File: src/rtl/firo_entropy_pkg.sv
// Shared definitions for the FIRO entropy source: FSM states, word width and
// the default ring feedback polynomial.
package firo_entropy_pkg;

    typedef enum logic [1:0] {
        ST_IDLE,
        ST_COLLECT,
        ST_STALL
    } state_e;

    localparam int unsigned WORD_W       = 32;
    localparam logic [9:0]  POLY_DEFAULT = 10'b11_1111_1111;

endpackage

File: src/rtl/firo_osc.sv
// One 10-stage Fibonacci ring oscillator with its parity captured every clk
// into a sample flop; the ring itself ignores enable and free-runs.
module firo_osc
    import firo_entropy_pkg::*;
#(
    parameter logic [9:0] POLY = POLY_DEFAULT
) (
    input  logic clk,
    input  logic reset,
    output logic parity
);

    logic [9:0] ring;
    logic       parity_q;
    logic       parity_d;

`ifdef FIRO_ICE40
    // Physical ring: kept LUT inverters, stage 0 fed by the POLY-tapped XOR.
    logic fb;
    assign fb = ^(ring & POLY);

    for (genvar gs = 0; gs < 10; gs++) begin : g_stage
        logic stage_in;
        if (gs == 0) begin : g_head
            assign stage_in = fb;
        end else begin : g_tail
            assign stage_in = ring[gs-1];
        end
        (* keep *) SB_LUT4 #(.LUT_INIT(16'h5555)) u_inv (
            .O  (ring[gs]),
            .I0 (stage_in),
            .I1 (1'b0),
            .I2 (1'b0),
            .I3 (1'b0)
        );
    end
`else
    // Behavioural stand-in: one inverter delay per clk, same feedback taps.
    logic [9:0] ring_q;
    logic [9:0] ring_d;

    always_comb begin
        ring_d = {~ring_q[8:0], ~(^(ring_q & POLY))};
    end

    always_ff @(posedge clk) begin
        if (reset) ring_q <= 10'b01_0101_0101;
        else       ring_q <= ring_d;
    end

    assign ring = ring_q;
`endif

    always_comb begin
        parity_d = ^ring;
    end

    always_ff @(posedge clk) begin
        if (reset) parity_q <= 1'b0;
        else       parity_q <= parity_d;
    end

    assign parity = parity_q;

endmodule

File: src/rtl/firo_entropy.sv
// FIRO entropy collector: XOR-mixes NUM_OSC ring oscillators, packs one bit per
// SAMPLE_CYCLES into 32-bit words and guards the stream with a repetition-count test.
module firo_entropy
    import firo_entropy_pkg::*;
#(
    parameter int unsigned           NUM_OSC       = 4,
    parameter logic [NUM_OSC*10-1:0] POLYS         = {NUM_OSC{POLY_DEFAULT}},
    parameter int unsigned           SAMPLE_CYCLES = 16,
    parameter int unsigned           RCT_CUTOFF    = 32
) (
    input  logic              clk,
    input  logic              reset,
    input  logic              enable,
    output logic [WORD_W-1:0] entropy_data,
    output logic              entropy_valid,
    input  logic              entropy_ack,
    output logic              health_fail
);

    localparam logic [15:0] SAMP_LAST = 16'(SAMPLE_CYCLES - 1);
    localparam logic [7:0]  RUN_CUT   = 8'(RCT_CUTOFF);

    logic [NUM_OSC-1:0] osc_bits;

    for (genvar gi = 0; gi < NUM_OSC; gi++) begin : g_osc
        firo_osc #(.POLY(POLYS[10*gi +: 10])) u_osc (
            .clk    (clk),
            .reset  (reset),
            .parity (osc_bits[gi])
        );
    end

    state_e            state_q, state_d;
    logic              mix_q, mix_d;
    logic [15:0]       samp_cnt_q, samp_cnt_d;
    logic [4:0]        bit_cnt_q, bit_cnt_d;
    logic [WORD_W-1:0] shift_q, shift_d;
    logic [WORD_W-1:0] data_q, data_d;
    logic [7:0]        run_q, run_d;
    logic              prev_q, prev_d;
    logic              valid_q, valid_d;
    logic              fail_q, fail_d;
    logic              counting;
    logic              xfer;

    always_comb begin
        state_d    = state_q;
        mix_d      = ^osc_bits;
        samp_cnt_d = samp_cnt_q;
        bit_cnt_d  = bit_cnt_q;
        shift_d    = shift_q;
        data_d     = data_q;
        run_d      = run_q;
        prev_d     = prev_q;
        valid_d    = valid_q;
        fail_d     = fail_q;
        counting   = 1'b0;
        xfer       = valid_q && entropy_ack;

        if (!enable) begin
            state_d    = ST_IDLE;
            samp_cnt_d = '0;
            bit_cnt_d  = '0;
            shift_d    = '0;
            data_d     = '0;
            run_d      = '0;
            prev_d     = 1'b0;
            valid_d    = 1'b0;
        end else begin
            // The IDLE cycle that sees enable already counts as sample 0.
            case (state_q)
                ST_IDLE: begin
                    if (!fail_q) begin
                        state_d  = ST_COLLECT;
                        counting = 1'b1;
                    end
                end
                ST_COLLECT: counting = 1'b1;
                ST_STALL: begin
                    if (entropy_ack) begin
                        data_d  = shift_q;
                        valid_d = 1'b1;
                        state_d = ST_COLLECT;
                    end
                end
                default: state_d = ST_IDLE;
            endcase

            if (counting) begin
                if (xfer) valid_d = 1'b0;
                if (samp_cnt_q != SAMP_LAST) begin
                    samp_cnt_d = samp_cnt_q + 16'd1;
                end else begin
                    samp_cnt_d = '0;
                    shift_d    = {shift_q[WORD_W-2:0], mix_q};
                    bit_cnt_d  = bit_cnt_q + 5'd1;
                    prev_d     = mix_q;
                    run_d      = (run_q != '0 && mix_q == prev_q) ? run_q + 8'd1 : 8'd1;
                    if (run_d == RUN_CUT) begin
                        // Failure wins over a word completing on the same bit.
                        fail_d     = 1'b1;
                        valid_d    = 1'b0;
                        data_d     = '0;
                        state_d    = ST_IDLE;
                        samp_cnt_d = '0;
                        bit_cnt_d  = '0;
                        shift_d    = '0;
                        run_d      = '0;
                        prev_d     = 1'b0;
                    end else if (bit_cnt_q == 5'd31) begin
                        if (!valid_q || entropy_ack) begin
                            data_d  = shift_d;
                            valid_d = 1'b1;
                        end else begin
                            state_d = ST_STALL;
                        end
                    end
                end
            end
        end
    end

    always_ff @(posedge clk) begin
        if (reset) begin
            state_q    <= ST_IDLE;
            mix_q      <= 1'b0;
            samp_cnt_q <= '0;
            bit_cnt_q  <= '0;
            shift_q    <= '0;
            data_q     <= '0;
            run_q      <= '0;
            prev_q     <= 1'b0;
            valid_q    <= 1'b0;
            fail_q     <= 1'b0;
        end else begin
            state_q    <= state_d;
            mix_q      <= mix_d;
            samp_cnt_q <= samp_cnt_d;
            bit_cnt_q  <= bit_cnt_d;
            shift_q    <= shift_d;
            data_q     <= data_d;
            run_q      <= run_d;
            prev_q     <= prev_d;
            valid_q    <= valid_d;
            fail_q     <= fail_d;
        end
    end

    assign entropy_data  = data_q;
    assign entropy_valid = valid_q;
    assign health_fail   = fail_q;

endmodule

File: config.mk
export PLATFORM = sky130hd
export DESIGN_NAME = firo_entropy
export DESIGN_NICKNAME = d
export VERILOG_FILES = /design/src/rtl/firo_entropy_pkg.sv /design/src/rtl/firo_osc.sv /design/src/rtl/firo_entropy.sv
export SDC_FILE = /design/constraint.sdc
export NUM_CORES = 1
export LEC_CHECK = 0
export BUFFER_PORTS_ARGS = -buffer_cell sky130_fd_sc_hd__buf_2
export CORE_MARGIN = 8
export CORE_UTILIZATION = 35
export DETAILED_ROUTE_END_ITERATION = 6
export MAX_ROUTING_LAYER = met4
export SLEW_MARGIN = 20
export SYNTH_ARGS = -nofsm -noshare
export SYNTH_HDL_FRONTEND = slang
export SYNTH_SLANG_ARGS = --single-unit
File: constraint.sdc
create_clock -name clk -period 2.4 [get_ports clk]
set_clock_uncertainty 0.15 [all_clocks]
set_input_delay 0.36 -clock clk [delete_from_list [all_inputs] [get_ports clk]]
set_output_delay 0.36 -clock clk [all_outputs]
set_load 0.03 [all_outputs]
==> key figures <==
STA
  – Final critical-path setup slack: 0.00440 ns
  – RSZ-0062 raised after global routing: true
  – Final hold slack: 0.161 ns
  – Worst Tran Pin Value: 0.850 ns
  – Min cycle time layout: 2.40 ns
  – Final Cycle Share: 0.998
  – Pins Over Slew Limit: 0
  – Final Setup Violations: 0
  – Achievable frequency: 417 MHz
  – Final Hold Vio Count: 0
  – Rel. slew slack: 0.428

Final layout
  – N_diodes: 0
  – Final net count: 690
  – Fin area: 7170 sq um
  – Area Growth Syn to Fin: 24.5%
  – Non-Filler Instances: 914
  – Share of cells above drive strength 1: 0.184

Die
  – Chip width: 144 microns
  – Die Height: 144 microns
  – IO Pins: 38
  – Die area: 20800 sq um
  – # rows: 47
  – Core area: 16300 sq um
  – Initial core utilization: 0.352

Clock network
  – Later-pin clock latency in the skew report: 0.42 ns
  – Max clock buf depth: 2
  – Sink Count: 142
  – CTS tree: built
  – Hold-fix buffers at CTS: 0
  – H-tree levels: 4
  – Clock-pin slew on the worst setup and hold paths: 0.06 ns
  – CTS root buf: clkbuf_16
  – Cts bufs inserted: 17

Routing
  – Number of remaining DRC errors: 0
  – First-pass detailed-route iteration total: 4
  – Final ANT Viol Nets: 0
  – DR vias/cell: 4.90
  – Vias: 4475
  – Drt first-iter violations: 203
  – Drt total wl: 12.5 mm
  – DR WL/cell: 13.7 microns

Synth
  – Syn Nets: 625
  – Seq cells post-synth: 142
  – Cell variety after synth: 49
  – Largest cells by area after synthesis: dfxtp_1, nand2_1, xnor2_1, mux2i_1, a22o_1
  – Post-synth top area cell: dfxtp_1
  – Post-synth top area share: 0.494
  – Avg Cell Area, Syn: 9.35 sq um
  – Seq/Total Area, Yosys: 0.494
  – Mapped Area: 5760 sq um
  – Cells after Synth: 616
  – Yosys warns: 0

Pwr
  – Switching share of power: 0.223
  – Sequential share of power: 0.448
  – Int Pwr: 4.42 mW
  – Peak VDD IR: 0.568 mV
  – Sw Pwr: 1.27 mW
  – Clock share of power: 0.472
  – Logic pwr share: 0.080
  – Leakage: 3.07 nW
  – Pwr Density: 794 nW/um^2

Run
  – Max_cap viols: 0

Place
  – HPWL Detailed: 7.80 mm
  – Area after DPL: 6350 sq um
  – PortBufs: 37
  – Cell Count Post-Placement: 872
  – Placer congestion estimate: 0.778
  – Worst slack at placement: -0.189 ns

GRT
  – Remaining global-route overflow: 0
  – Vias in the first global route: 4290
  – Total track usage: 0.124
  – First-pass GRT wire length: 20.0 mm
  – Largest net degree at the start of global routing: 43
  – Initial antenna violation count: 0

Worst setup path
  – CP max FO: 7
  – Critical Path AT: 2.56 ns
  – CP endpoint kind: flop
  – Critical path startpoint category: flop
  – Crit Path Category: flop to flop
  – Critical Path RT: 2.56 ns

Hold path
  – Hold crit path type: input port to flop

Status
  – Status: finished clean
layer usage:
metal  track usage  vias up  routed length (microns)
li1              -     2243                        -
met1         0.145     2132                     5720
met2         0.194       81                     5880
met3        0.0380       19                      678
met4        0.0575        0                      208
met5             -        -                        0
metrics by stage:
stage                util  TNS (ns)  power [mW]
floorplan               -         0        2.98
global placement    0.389     -1.56        3.05
detailed placement  0.389     -3.76        3.06
CTS                 0.427         0        5.76
global route        0.439     -1.10        5.93
finish              0.439         0        5.69
power by group through the flow:
stage | Combinational (mW) | Clock (mW) | Sequential, mW
final | 0.458 | 2.69 | 2.55
after global routing | 0.507 | 2.87 | 2.56
after CTS | 0.463 | 2.75 | 2.55
after detailed placement | 0.459 | 0 | 2.60
after global placement | 0.451 | 0 | 2.60
after floorplan | 0.400 | 0 | 2.58
kinds of logic (layout without fill, tap and decap cells):
kind of cell	count (synthesis)	count (layout)	synth area share
AOI/OAI and AO/OA	63	63	0.0867
xor gates and xnor gates	57	57	0.0867
adders and majority gates	5	5	0.0109
buffers and inverters	40	118	0.0341
DFF	142	142	0.494
muxes	33	33	0.0576
and+or+nand+nor	276	276	0.230
timing repair:
| item | CTS | global route |
|---|---|---|
| setup buffers | 2 | 2 |
| resized for setup | 1 | 13 |
| gates cloned | 0 | 6 |
| setup endpoints to repair | 26 | 38 |
| pin swaps | 1 | 4 |
area by class of cell:
| type | count | area, sq um |
|---|---|---|
| clock buffer | 19 | 453 |
| sequential | 142 | 2850 |
| clock inverter | 13 | 161 |
| multi-input combinational | 434 | 2760 |
| inverter | 4 | 15.0 |
| timing repair buffer | 82 | 661 |
| tap | 220 | 275 |
| fill | 1599 | 9180 |
layout by cell type, fill, tap and decap left out, drive strengths merged, types with 5 or more instances in the layout:
master and instances:
nand2b 23, nor2b 9, o21ai 5, clkbuf 22, xnor2 40, nor2 43
ha 5, nand4 7, nand3 15, inv 6, nand2 111, dfxtp 142
and3 5, mux2i 32, a21oi 7, xor2 17, buf 79, nor3 40
a22o 34
critical path, stage by stage, from the launching register on:
cell	delay, ns
dfxtp_2	0.35
buf_4	0.11
nand3_2	0.06
buf_4	0.16
nor4b_1	0.28
a211oi_1	0.14
buf_4	0.17
o31a_1	0.32
buf_12	0.16
clkbuf_16	0.15
mux2_2	0.25
synthesized netlist by cell type, drive strengths merged:
cell type	count
nor4	4
nand2b	23
and3b	1
nand4	7
and4	3
xor2	17
or4	3
o41ai	1
or3	4
or2	1
buf	12
o31ai	3
a211oi	3
clkbuf	24
o22ai	1
inv	4
mux2i	32
a211o	1
nor4b	2
ha	5
xnor2	40
o221ai	1
dfxtp	142
a21o	2
or4b	2
a22o	34
o31a	1
a22oi	1
a31oi	1
a21oi	7
and2	2
nand2	111
a311oi	1
nor2	43
nand3	15
nor2b	9
and3	5
o311a	1
nor3	40
o21ai	5
nand3b	1
mux2	1
path summary, 6_finish.rpt:
kind                          startpoint                      to  slack [ns]  cells after the start
setup / recovery                run_q[0]            bit_cnt_q[0]       0.004                     10
hold / removal               entropy_ack              state_q[1]        0.16                      3
setup reg to reg                run_q[0]            bit_cnt_q[0]       0.004                     10
hold reg to reg   g_osc[3].u_osc.ring[5]  g_osc[3].u_osc.ring[6]        0.25                      1
state kept, by name, indices dropped and copies added (netlist names):
register            cells
health_fail             1
state_q                 2
samp_cnt_q             16
bit_cnt_q               5
entropy_valid           1
g_osc.u_osc.ring       40
shift_q                32
mix_q                   1
g_osc.u_osc.parity      4
entropy_data           32
run_q                   8
Power figures use the tool's default switching activity.
